==> src/rtl/capturador_de_requisicao_pkg.sv <==
// Shared types and constants for the request-capture front end.
// Request codes are 3-bit user plus 3-bit functionality.
package pkg_requisicao;

  localparam int USER_W = 3;
  localparam int FUNC_W = 3;

  localparam logic [FUNC_W-1:0] FUNC_NEUTRO = 3'b000;

  typedef enum logic [1:0] {
    OCIOSO,
    VALIDO,
    ESPERA_SOLTAR
  } estado_t;

  // Buttons are active-low; the function code wants them active-high.
  function automatic logic [FUNC_W-1:0] forma_func(
    input logic       sw,
    input logic [1:0] btn_n
  );
    return {sw, ~btn_n[0], ~btn_n[1]};
  endfunction

endpackage

==> src/rtl/capturador_de_requisicao_if.sv <==
// Request bus between the capture front end and its consumer.
// master drives codes/valid/timeout, slave drives ready.
interface capturador_de_requisicao_if;
  import pkg_requisicao::*;

  logic [USER_W-1:0] User0;
  logic [FUNC_W-1:0] Func0;
  logic              Valid0;
  logic              Ready0;
  logic              Timeout0;

  logic [USER_W-1:0] User1;
  logic [FUNC_W-1:0] Func1;
  logic              Valid1;
  logic              Ready1;
  logic              Timeout1;

  modport master (
    output User0, Func0, Valid0, Timeout0,
    output User1, Func1, Valid1, Timeout1,
    input  Ready0, Ready1
  );

  modport slave (
    input  User0, Func0, Valid0, Timeout0,
    input  User1, Func1, Valid1, Timeout1,
    output Ready0, Ready1
  );

endinterface

==> src/rtl/capturador_de_requisicao_filtro.sv <==
// Single-bit 2-flop synchronizer followed by a counting debouncer.
// RST_VAL sets the idle level of both synchronizer and output.
module filtro_de_ruido #(
  parameter int   DEBOUNCE_CYCLES = 250000,
  parameter int   CNT_W           = 18,
  parameter logic RST_VAL         = 1'b0
) (
  input  logic clk,
  input  logic rst_n,
  input  logic raw,
  output logic clean
);

  localparam logic [CNT_W-1:0] LIMITE =
    CNT_W'(DEBOUNCE_CYCLES - 1);

  logic             s1_q;
  logic             s2_q;
  logic             clean_q;
  logic [CNT_W-1:0] cnt_q;

  always_ff @(posedge clk or negedge rst_n) begin
    if (!rst_n) begin
      s1_q    <= RST_VAL;
      s2_q    <= RST_VAL;
      clean_q <= RST_VAL;
      cnt_q   <= '0;
    end else begin
      s1_q <= raw;
      s2_q <= s1_q;
      if (s2_q != clean_q) begin
        if (cnt_q == LIMITE) begin
          clean_q <= s2_q;
          cnt_q   <= '0;
        end else begin
          cnt_q <= cnt_q + 1'b1;
        end
      end else begin
        cnt_q <= '0;
      end
    end
  end

  assign clean = clean_q;

endmodule

==> src/rtl/capturador_de_requisicao.sv <==
// Switch/button capture: filter, form codes, one request per press.
// Optional request abort after a wait: define CAPTURADOR_TIMEOUT_EN.
module capturador_de_requisicao
  import pkg_requisicao::*;
#(
  parameter int DEBOUNCE_CYCLES = 250000,
  parameter int CNT_W           = 18
`ifdef CAPTURADOR_TIMEOUT_EN
  ,
  parameter int TIMEOUT_CYCLES  = 50000000
`endif
) (
  input  logic       Clock,
  input  logic       Reset_n,
  input  logic [7:0] CH,
  input  logic [3:0] BTN,
  capturador_de_requisicao_if.master bus
);

`ifdef CAPTURADOR_TIMEOUT_EN
  localparam int TMO_W =
    (TIMEOUT_CYCLES > 1) ? $clog2(TIMEOUT_CYCLES) : 1;
  localparam logic [TMO_W-1:0] TMO_LIM =
    TMO_W'(TIMEOUT_CYCLES - 1);
`endif

  logic [7:0]          ch_db;
  logic [3:0]          btn_db;
  logic [1:0]          ready_v;
  logic [1:0]          valid_v;
  logic [1:0]          tmo_v;
  logic [2*USER_W-1:0] user_v;
  logic [2*FUNC_W-1:0] func_v;

  for (genvar i = 0; i < 8; i++) begin : g_ch
    filtro_de_ruido #(
      .DEBOUNCE_CYCLES(DEBOUNCE_CYCLES),
      .CNT_W          (CNT_W),
      .RST_VAL        (1'b0)
    ) u_filtro (
      .clk  (Clock),
      .rst_n(Reset_n),
      .raw  (CH[i]),
      .clean(ch_db[i])
    );
  end

  for (genvar i = 0; i < 4; i++) begin : g_btn
    filtro_de_ruido #(
      .DEBOUNCE_CYCLES(DEBOUNCE_CYCLES),
      .CNT_W          (CNT_W),
      .RST_VAL        (1'b1)
    ) u_filtro (
      .clk  (Clock),
      .rst_n(Reset_n),
      .raw  (BTN[i]),
      .clean(btn_db[i])
    );
  end

  assign ready_v = {bus.Ready1, bus.Ready0};

  for (genvar c = 0; c < 2; c++) begin : g_canal
    localparam int B = 4 * c;

    logic [USER_W-1:0] user_in;
    logic [FUNC_W-1:0] func_in;
    logic [USER_W-1:0] user_q, user_d;
    logic [FUNC_W-1:0] func_q, func_d;
    logic              valid_q, valid_d;
    logic              ready;
    estado_t           est_q, est_d;
`ifdef CAPTURADOR_TIMEOUT_EN
    logic [TMO_W-1:0]  tcnt_q, tcnt_d;
    logic              tmo_q, tmo_d;
`endif

    assign user_in = {ch_db[B], ch_db[B+1], ch_db[B+2]};
    assign func_in = forma_func(ch_db[B+3], btn_db[2*c +: 2]);
    assign ready   = ready_v[c];

    always_ff @(posedge Clock or negedge Reset_n) begin
      if (!Reset_n) begin
        est_q   <= OCIOSO;
        user_q  <= '0;
        func_q  <= '0;
        valid_q <= 1'b0;
`ifdef CAPTURADOR_TIMEOUT_EN
        tcnt_q  <= '0;
        tmo_q   <= 1'b0;
`endif
      end else begin
        est_q   <= est_d;
        user_q  <= user_d;
        func_q  <= func_d;
        valid_q <= valid_d;
`ifdef CAPTURADOR_TIMEOUT_EN
        tcnt_q  <= tcnt_d;
        tmo_q   <= tmo_d;
`endif
      end
    end

    always_comb begin
      est_d   = est_q;
      user_d  = user_q;
      func_d  = func_q;
      valid_d = valid_q;
`ifdef CAPTURADOR_TIMEOUT_EN
      tcnt_d  = tcnt_q;
      tmo_d   = 1'b0;
`endif
      unique case (est_q)
        OCIOSO: begin
          if (func_in != FUNC_NEUTRO) begin
            user_d  = user_in;
            func_d  = func_in;
            valid_d = 1'b1;
            est_d   = VALIDO;
`ifdef CAPTURADOR_TIMEOUT_EN
            tcnt_d  = '0;
`endif
          end
        end
        VALIDO: begin
          // Acceptance wins over a coincident timeout.
          if (ready) begin
            valid_d = 1'b0;
            est_d   = ESPERA_SOLTAR;
          end
`ifdef CAPTURADOR_TIMEOUT_EN
          else if (tcnt_q == TMO_LIM) begin
            valid_d = 1'b0;
            tmo_d   = 1'b1;
            est_d   = ESPERA_SOLTAR;
          end else begin
            tcnt_d = tcnt_q + 1'b1;
          end
`endif
        end
        ESPERA_SOLTAR: begin
          if (func_in == FUNC_NEUTRO) begin
            est_d = OCIOSO;
          end
        end
        default: est_d = OCIOSO;
      endcase
    end

    assign valid_v[c]                 = valid_q;
    assign user_v[c*USER_W +: USER_W] = user_q;
    assign func_v[c*FUNC_W +: FUNC_W] = func_q;
`ifdef CAPTURADOR_TIMEOUT_EN
    assign tmo_v[c]                   = tmo_q;
`else
    assign tmo_v[c]                   = 1'b0;
`endif
  end

  assign bus.User0    = user_v[USER_W-1:0];
  assign bus.Func0    = func_v[FUNC_W-1:0];
  assign bus.Valid0   = valid_v[0];
  assign bus.Timeout0 = tmo_v[0];
  assign bus.User1    = user_v[2*USER_W-1:USER_W];
  assign bus.Func1    = func_v[2*FUNC_W-1:FUNC_W];
  assign bus.Valid1   = valid_v[1];
  assign bus.Timeout1 = tmo_v[1];

endmodule

==> src/flat_wrapper.sv <==
// flat-port wrapper written by rule: the top's interface ports become plain ports
module capturador_de_requisicao_flat import pkg_requisicao::*;
#(
  parameter int DEBOUNCE_CYCLES = 250000,
  parameter int CNT_W           = 18

)
  (Clock, Reset_n, CH, BTN, bus_User0, bus_Func0, bus_Valid0, bus_Timeout0, bus_User1, bus_Func1, bus_Valid1, bus_Timeout1, bus_Ready0, bus_Ready1);
  capturador_de_requisicao_if bus_i ();
  input  logic Clock;
  input  logic Reset_n;
  input  logic [7:0] CH;
  input  logic [3:0] BTN;
  output wire logic [$bits(bus_i.User0)-1:0] bus_User0;
  output wire logic [$bits(bus_i.Func0)-1:0] bus_Func0;
  output wire logic [$bits(bus_i.Valid0)-1:0] bus_Valid0;
  output wire logic [$bits(bus_i.Timeout0)-1:0] bus_Timeout0;
  output wire logic [$bits(bus_i.User1)-1:0] bus_User1;
  output wire logic [$bits(bus_i.Func1)-1:0] bus_Func1;
  output wire logic [$bits(bus_i.Valid1)-1:0] bus_Valid1;
  output wire logic [$bits(bus_i.Timeout1)-1:0] bus_Timeout1;
  input wire logic [$bits(bus_i.Ready0)-1:0] bus_Ready0;
  input wire logic [$bits(bus_i.Ready1)-1:0] bus_Ready1;
  assign bus_User0 = bus_i.User0;
  assign bus_Func0 = bus_i.Func0;
  assign bus_Valid0 = bus_i.Valid0;
  assign bus_Timeout0 = bus_i.Timeout0;
  assign bus_User1 = bus_i.User1;
  assign bus_Func1 = bus_i.Func1;
  assign bus_Valid1 = bus_i.Valid1;
  assign bus_Timeout1 = bus_i.Timeout1;
  assign bus_i.Ready0 = bus_Ready0;
  assign bus_i.Ready1 = bus_Ready1;
  capturador_de_requisicao #(.DEBOUNCE_CYCLES(DEBOUNCE_CYCLES), .CNT_W(CNT_W)) u_core (.Clock(Clock), .Reset_n(Reset_n), .CH(CH), .BTN(BTN), .bus(bus_i));
endmodule
==> config.mk <==
export PLATFORM = sky130hd
export DESIGN_NAME = capturador_de_requisicao_flat
export DESIGN_NICKNAME = d
export VERILOG_FILES = /design/src/rtl/capturador_de_requisicao_pkg.sv /design/src/rtl/capturador_de_requisicao_if.sv /design/src/rtl/capturador_de_requisicao_filtro.sv /design/src/rtl/capturador_de_requisicao.sv /design/src/flat_wrapper.sv
export SDC_FILE = /design/constraint.sdc
export NUM_CORES = 1
export LEC_CHECK = 0
export CAP_MARGIN = 20
export CORE_ASPECT_RATIO = 0.75
export CORE_UTILIZATION = 55
export DETAILED_ROUTE_END_ITERATION = 8
export PLACE_DENSITY = 0.73
export SLEW_MARGIN = 25
export SYNTH_ARGS = -nofsm -noshare
export SYNTH_HDL_FRONTEND = slang
export SYNTH_SLANG_ARGS = --single-unit
==> constraint.sdc <==
create_clock -name Clock -period 3.15 [get_ports Clock]
set_input_delay 0.4725 -clock Clock [delete_from_list [all_inputs] [get_ports Clock]]
set_output_delay 0.4725 -clock Clock [all_outputs]
set_load 0.03 [all_outputs]
==> impl_summary.log, run 1 <==
INFO  metric worst_hold_startpoint = u_core.g_ch[0].u_filtro.s1_q$_DFF_PN0_
INFO  metric critPathArrivalTime = 2780 ps
INFO  metric grt_remaining_overflow = 0
INFO  metric post-route-drc-count = 0
INFO  metric achievable-frequency = 416 MHz
INFO  metric final_cells = 1,610
INFO  metric routabilityCongestion = 0.859
INFO  metric path_class = reg -> reg
INFO  metric cts.htree.levels = 1
INFO  metric synth-async-reset-ratio = 100%
INFO  metric drt_wl_total = 24,300 um
INFO  metric die_y = approximately 130 um
INFO  metric post_synth_inst_count = 1,246
INFO  metric grt_start_max_net_pins = 94
INFO  metric fraction_of_final_layout_cells_with_drive_strength_greater_than_1 = 9.27%
INFO  metric hold_ws = about 340 ps
INFO  metric final_antenna_net_count = 0
INFO  metric place_area = 0.0133 mm2
INFO  metric num_rows = 47
INFO  metric power_density = 542 mW/mm2
INFO  metric first_pass_grt_wire_length = ~43,000 um
INFO  metric rsz0062_at_grt = false
INFO  metric hold_depth = 0
INFO  metric timing.max_cap.violations = 0
INFO  metric skew = 7.39 ps
INFO  metric cts-root-buf = sky130_fd_sc_hd__clkbuf_16
INFO  metric clock-sinks = 270
INFO  metric dp_cells = 1,560
INFO  metric post-route-min-period = 2400 ps
INFO  metric max_slew.worst_pin.slew = 861 ps
INFO  metric peakVddDrop = 0.000391 V
INFO  metric worstSetupStartpointType = flip-flop
INFO  metric antenna-diode-count = 0
INFO  metric post-cts-setup-buffer-count = 0
INFO  metric setup-violations-final = 0
INFO  metric floorplan.die_area = roughly 0.024 mm2
INFO  metric synth_seq_area_share = a little over half
INFO  metric crit_path_max_incr_delay = approximately 620 ps
INFO  metric tritoncts = done
INFO  metric route.detailed.wl_per_inst = approximately 15 um
INFO  metric whs_endpoint = u_core.g_ch[0].u_filtro.s2_q$_DFF_PN0_
INFO  metric synthesis.area = approximately 0.013 mm2
INFO  metric syn_avg_cell_area = 10.2 um2
INFO  metric maxSlewViolCount = 0
INFO  metric cts_repair_resize_count = 0
INFO  metric drt_pass1_iterations = 7
INFO  metric initial_standard_cell_utilization_of_the_core = 56.7%
INFO  metric layout_common_cells = sky130_fd_sc_hd__dfrtp_1 (258), sky130_fd_sc_hd__nor2_1 (234), sky130_fd_sc_hd__xnor2_1 (134)
INFO  metric power_leakage = 5.70 nW
INFO  metric gr-usage-all-layers = ~22%
INFO  metric yosys.cell_types.count = 46
INFO  metric io_buffer_count = 29
INFO  metric crit_fanout = 18
INFO  metric r2r_end = u_core.g_ch[6].u_filtro.cnt_q[11]$_DFF_PN0_
INFO  metric drt_first_iter_violations = 681
INFO  metric r2r-start = u_core.g_ch[6].u_filtro.cnt_q[0]$_DFF_PN0_
INFO  metric critical_path_required = 3530 ps
INFO  metric final_cell_area_excluding_filler_cells = 0.0143 mm2
INFO  metric synth_enable_flop_cells = 0
INFO  metric relSlewSlack = 42.0%
INFO  metric synth_seq_cells = 270
INFO  metric avgViaCountPerCell = 5.66
INFO  metric status = finished clean
INFO  metric cts_inserted_buffers = 27
INFO  metric num_vias = 9,117
INFO  metric vias_in_the_first_global_route = 8,745
INFO  metric min_period_over_period = between 70% and 80%
INFO  metric timing.final.hold_violations = 0
INFO  metric rrSetupSlack = 750 ps
INFO  metric layout-area-overhead-vs-synth = 13.2%
INFO  metric count_of_cells_along_the_worst_register_to_register_path = 5
INFO  metric master_of_the_slowest_instance_on_the_critical_path = sky130_fd_sc_hd__or4_1
INFO  metric antenna_violations_before_repair = 0
INFO  metric post-dp-hpwl = 16,100 um
INFO  metric synthFlopType = sky130_fd_sc_hd__dfrtp_1
INFO  metric cts.hold.buffers_added = 1
INFO  metric die_x = between 150 and 200 um
INFO  metric layout.nets = 1,324
INFO  metric io_pins = 32
INFO  metric layout_commonest_cell = sky130_fd_sc_hd__dfrtp_1
INFO  metric endpoint_kind = flip-flop
INFO  metric clk_pin_slew_worst_paths = 60 ps
INFO  metric tns = 0 ps
INFO  metric path_cells = ha_1, nand4_1, or4_1, o21ai_2, nor2_1
INFO  metric core = 0.0223 mm2
INFO  metric yosysWarningCount = 0
INFO  metric timing.hold.worst.class = reg -> reg
INFO  metric insertion_delay = 520 ps
INFO  metric cts_max_path_buffers = 3
## state kept, by name, indices dropped and copies added, names as in the netlist
name,count
u_core.g_ch.u_filtro.s2_q,8
u_core.bus.User0,3
u_core.bus.Func1,3
u_core.g_btn.u_filtro.cnt_q,72
u_core.g_ch.u_filtro.cnt_q,144
u_core.g_btn.u_filtro.s1_q,4
u_core.bus.Valid0,1
u_core.g_ch.u_filtro.s1_q,8
u_core.g_ch.u_filtro.clean,8
u_core.bus.Valid1,1
u_core.bus.Func0,3
u_core.g_btn.u_filtro.clean,4
u_core.g_btn.u_filtro.s2_q,4
u_core.bus.User1,3
u_core.g_canal.est_q,4
## synthesized netlist by cell type (all sizes together), types with 5 or more instances
cell    count  area share [%]
or3        16            0.80
nand3      74             2.9
dfstp      12             2.5
or4b        9            0.71
or2         5            0.25
a21oi      17            0.67
nand2b      5            0.25
nand2      62             1.8
mux2       20             1.8
inv        46             1.4
o21ai      19            0.84
nor4       62             3.1
nor3       40             1.6
o31ai       5            0.30
xor2       51             3.5
nand4      71             3.5
and4       12            0.83
or4        16             1.0
ha         12             1.2
xnor2     134             9.3
dfrtp     258              51
clkbuf     19            0.56
nor2      234             6.9
and3        6            0.31
o41ai       8             1.0
buf         7            0.32
nor4b       6            0.42
## worst max-delay path by stage
| stage | from | to | slack (ps) | cells past startpoint |
|---|---|---|---|---|
| 6_report | u_core.g_ch[6].u_filtro.cnt_q[0]$_DFF_PN0_ | u_core.g_ch[6].u_filtro.cnt_q[11]$_DFF_PN0_ | 750 | 5 |
| 5_1_grt | u_core.g_ch[6].u_filtro.cnt_q[0]$_DFF_PN0_ | u_core.g_ch[6].u_filtro.cnt_q[11]$_DFF_PN0_ | 540 | 5 |
| 4_1_cts | u_core.g_ch[6].u_filtro.cnt_q[0]$_DFF_PN0_ | u_core.g_ch[6].u_filtro.cnt_q[5]$_DFF_PN0_ | 750 | 5 |
| 3_5_place_dp | u_core.g_btn[0].u_filtro.cnt_q[9]$_DFF_PN0_ | u_core.g_btn[0].u_filtro.cnt_q[10]$_DFF_PN0_ | 760 | 4 |
| 3_3_place_gp | u_core.g_btn[0].u_filtro.cnt_q[9]$_DFF_PN0_ | u_core.g_btn[0].u_filtro.cnt_q[3]$_DFF_PN0_ | 830 | 4 |
| 2_1_floorplan | u_core.g_btn[3].u_filtro.cnt_q[13]$_DFF_PN0_ | u_core.g_btn[3].u_filtro.clean$_DFFE_PN1P_ | 920 | 4 |
## cells by family after synthesis
kind of cell	count (synthesis)	synth area share (%)
simple gates	628	25.0
mux	22	1.97
xor+xnor	185	12.8
compound gates	56	3.22
fa+ha+maj	12	1.19
flops	270	53.5
other cells	1	0.0297
buf+inv	72	2.25
## worst max-delay path, delay by kind of cell (launching register included)
kind | cells | cell delay [ps]
adders and majority gates | 1 | 250
DFF | 1 | 400
AOI/OAI and AO/OA | 1 | 600
and+or+nand+nor | 3 | 1000
## power breakdown
group          internal (mW)  switching [mW]  leakage [nW]
Combinational          0.216           0.358          1.58
Sequential              3.59           0.111          3.64
Clock                   2.15            1.33         0.484
Total                   5.95            1.80          5.70
## layout make-up
| type | count | area, um2 |
|---|---|---|
| clock buffers | 33 | 738 |
| clock inverters | 16 | 233 |
| fillers | 1737 | 7970 |
| inverters | 46 | 173 |
| multi-input cells | 905 | 5600 |
| flip-flops and latches | 270 | 6770 |
| well taps | 294 | 368 |
| repair buffers | 46 | 438 |
## stage by stage
stage | util (%) | power (mW) | worst slack [ps]
2_1_floorplan | - | 4.06 | 924
3_3_place_gp | 59.8 | 4.32 | 834
3_5_place_dp | 59.8 | 4.34 | 764
4_1_cts | 64.2 | 7.85 | 751
5_1_grt | 64.2 | 8.05 | 536
6_report | 64.2 | 7.76 | 746
## layer usage
metal / global-route usage (%) / wire length (um)
met1: 33.2 / 12100
met2: 33.0 / 11000
met3: 2.71 / 827
met4: 4.74 / 422
met5: 0 / 0
No activity file was read; power rests on OpenSTA's default activity.
==> run 2: changes to the inputs <==
PLACE_DENSITY = 0.76   (was 0.73)
clock period = 2 ns   (was 3.15 ns; I/O delays follow)
==> run 2 against run 1 <==
  * The run now ends with negative setup slack left
  * Design area is 5.6% higher
  * Flip-flop and latch count stayed put
  * Clock skew is 6.3 ps higher
  * Utilization is 3.6 points higher
  * Non-clock buffer count is 75 higher
  * Cell count is 4.7% higher
  * Combinational power is 81% higher
  * Global-route usage is 0.64 points higher
  * Sequential power is 57% higher
  * Routed wire length is 3.1% higher
==> impl_summary.log, run 2 (same netlist as run 1, synthesis figures left out) <==
INFO  metric status = complete, but fails checks
INFO  metric drt_wl_total = 25,000 um (+3.1%)
INFO  metric layout.nets = 1,399 (+5.7%)
INFO  metric antenna_violations_before_repair = 0 (unchanged)
INFO  metric critPathArrivalTime = 2670 ps (-110 ps)
INFO  metric post-route-drc-count = 0 (unchanged)
INFO  metric skew = 13.7 ps (+6.32 ps)
INFO  metric first_pass_grt_wire_length = 43,700 um (+2.5%)
INFO  metric fill_cell_count = 1,662 (-4.3%)
INFO  metric seqCellArea = 0.00677 mm2 (unchanged)
INFO  metric failed_checks = negative setup slack
INFO  metric grt_start_max_net_pins = 63 (-33%)
INFO  metric routabilityCongestion = 0.837 (-2.6%)
INFO  metric multiInputGateArea = 0.00567 mm2 (+1.4%)
INFO  metric r2r-start = u_core.g_btn[3].u_filtro.cnt_q[13]$_DFF_PN0_
INFO  metric setup-violations-final = 19 (+19)
INFO  metric timing.final.hold_violations = 0 (unchanged)
INFO  metric clk_pin_slew_worst_paths = 60 ps (about the same)
INFO  metric cts.htree.levels = 1 (unchanged)
INFO  metric grt_remaining_overflow = 0 (unchanged)
INFO  metric cts-root-buf = sky130_fd_sc_hd__clkbuf_16
INFO  metric rrSetupSlack = -210 ps (-960 ps)
INFO  metric rsz0062_at_grt = true
INFO  metric clock-sinks = 270 (unchanged)
INFO  metric drt_first_iter_violations = 562 (-17%)
INFO  metric largest_register_ff_count = 144 (unchanged)
INFO  metric die_x = 177 um (unchanged)
INFO  metric insertion_delay = 530 ps (about the same)
INFO  metric endpoint_kind = flip-flop
INFO  metric drt_pass1_iterations = 5 (-2)
INFO  metric utilization = 67.8% (+3.6 points)
INFO  metric min_period_over_period = 111% (+34 points)
INFO  metric initial_standard_cell_utilization_of_the_core = 56.7% (unchanged)
INFO  metric peakVddDrop = 0.000668 V (+71%)
INFO  metric timing.hold.worst.class = in -> reg
INFO  metric max_slew.worst_pin.slew = 535 ps (-326 ps)
INFO  metric worst_setup_path_startpoint = u_core.g_btn[3].u_filtro.cnt_q[13]$_DFF_PN0_
INFO  metric layout_commonest_cell = sky130_fd_sc_hd__dfrtp_1
INFO  metric route.detailed.wl_per_inst = 14.9 um (-1.5%)
INFO  metric layout_common_cells = sky130_fd_sc_hd__dfrtp_1 (258), sky130_fd_sc_hd__nor2_1 (226), sky130_fd_sc_hd__xnor2_1 (134)
INFO  metric avgViaCountPerCell = 5.62 (-0.79%)
INFO  metric worstSetupStartpointType = flip-flop
INFO  metric num_rows = 47 (unchanged)
INFO  metric worst_hold_startpoint = BTN[3]
INFO  metric achievable-frequency = 452 MHz (+8.6%)
INFO  metric tritoncts = done
INFO  metric core = 0.0223 mm2 (unchanged)
INFO  metric power_leakage = 6.13 nW (+7.5%)
INFO  metric relSlewSlack = 64.4% (+22 points)
INFO  metric die_y = 133 um (unchanged)
INFO  metric maxSlewViolCount = 0 (unchanged)
INFO  metric gr-usage-all-layers = 22.3% (+0.64 points)
INFO  metric r2r_end = u_core.g_btn[3].u_filtro.clean$_DFFE_PN1P_
INFO  metric path_class = reg -> reg
INFO  metric tns = -3080 ps (-3080 ps)
INFO  metric power_density = 823 mW/mm2 (+52%)
INFO  metric final_antenna_net_count = 0 (unchanged)
INFO  metric post-dp-hpwl = 17,000 um (+6.0%)
INFO  metric place_ws = -219 ps (-983 ps)
INFO  metric top_regs = u_core.g_ch.u_filtro.cnt_q: 144 flops, u_core.g_btn.u_filtro.cnt_q: 72 flops
INFO  metric antenna-diode-count = 0 (unchanged)
INFO  metric critical_path_required = 2460 ps (-1070 ps)
INFO  metric cts_max_path_buffers = 3 (unchanged)
INFO  metric vias_in_the_first_global_route = 9,049 (+3.5%)
INFO  metric layout-area-overhead-vs-synth = 19.5%
INFO  metric num_vias = 9,466 (+3.8%)
INFO  metric io_pins = 32 (unchanged)
INFO  metric io_buffer_count = 29 (unchanged)
INFO  metric timing.max_cap.violations = 0 (unchanged)
INFO  metric hold_depth = 1 (+1)
INFO  metric floorplan.die_area = 0.0236 mm2 (unchanged)
INFO  metric timing.final.ws_setup = -215 ps (-961 ps)
INFO  metric crit_fanout = 2 (-16)
INFO  metric max_flop_register = u_core.g_ch.u_filtro.cnt_q
INFO  metric fraction_of_final_layout_cells_with_drive_strength_greater_than_1 = 15.2% (+6.0 points)
INFO  metric count_of_cells_along_the_worst_register_to_register_path = 4 (-1)
INFO  metric worst_setup_path_endpoint = u_core.g_btn[3].u_filtro.clean$_DFFE_PN1P_
INFO  metric post-route-min-period = 2210 ps (-189 ps)
INFO  metric cts_inserted_buffers = 27 (unchanged)
run 2: cell types whose count changed in the layout (fill, tap and decap cells not counted), moves of 3 or more:
cell,delta
sky130_fd_sc_hd__o21ai_2,-3
sky130_fd_sc_hd__buf_12,+8
sky130_fd_sc_hd__buf_4,+64
sky130_fd_sc_hd__nor2_2,+8
sky130_fd_sc_hd__o21ai_4,+3
sky130_fd_sc_hd__nor2_1,-8
run 2: report_power, final:
part | total [mW] | internal (mW) | leakage, nW | switching, mW
clock network | 5.58 | 3.46 | 0.485 | 2.13
logic | 1.04 | 0.439 | 2.01 | 0.601
registers | 5.81 | 5.65 | 3.64 | 0.158
run 2: per-stage QoR:
stage	instance area, um2	total power, mW	hold slack [ps]	instances
after global placement	14000	6.91	283	1632
after global routing	15100	12.9	163	1685
after floorplan	12700	6.40	4.41	1247
final	15100	12.4	176	1685
after CTS	15000	12.6	156	1683
after detailed placement	14000	6.94	285	1632
run 2: timing repair:
action                                 CTS  global route
endpoints found under the hold margin   48             0
resized for setup                        1            14
buffers inserted                         1             0
setup endpoints to repair               20            43
hold buffers                             1             0
pin swaps                                0             4
cloned                                   0             2
run 2: worst min-delay path by stage:
| stage | end |
|---|---|
| 2_1_floorplan | u_core.bus.Func0[0]$_DFFE_PN0P_ |
| 3_3_place_gp | u_core.g_btn[3].u_filtro.cnt_q[2]$_DFF_PN0_ |
| 3_5_place_dp | u_core.g_btn[3].u_filtro.cnt_q[7]$_DFF_PN0_ |
| 4_1_cts | u_core.g_btn[3].u_filtro.s1_q$_DFF_PN1_ |
| 5_1_grt | u_core.g_btn[3].u_filtro.s1_q$_DFF_PN1_ |
| 6_report | u_core.g_btn[3].u_filtro.s1_q$_DFF_PN1_ |
run 2: per-layer routing:
layer  track usage [%]  up-vias  routed length, um
li1                  -     4601                  -
met1              33.5     4663              12200
met2              34.1      166              11400
met3              3.11       36                977
met4              5.70        0                486
met5                 0        -                  0
run 2: area by class of cell:
class	count	area share (%)
Timing Repair Buffer	121	7.54
Tap cell	294	2.43
Multi-Input combinational cell	905	37.5
Sequential cell	270	44.8
Clock buffer	31	4.70
Inverter	46	1.14
Clock inverter	18	1.84
run 2: critical path, stage by stage, from the launching register on:
cell                      delay (ps)
sky130_fd_sc_hd__dfrtp_1         370
sky130_fd_sc_hd__or4_1           520
sky130_fd_sc_hd__or4_4           500
sky130_fd_sc_hd__or4_4           440
sky130_fd_sc_hd__mux2_4          310
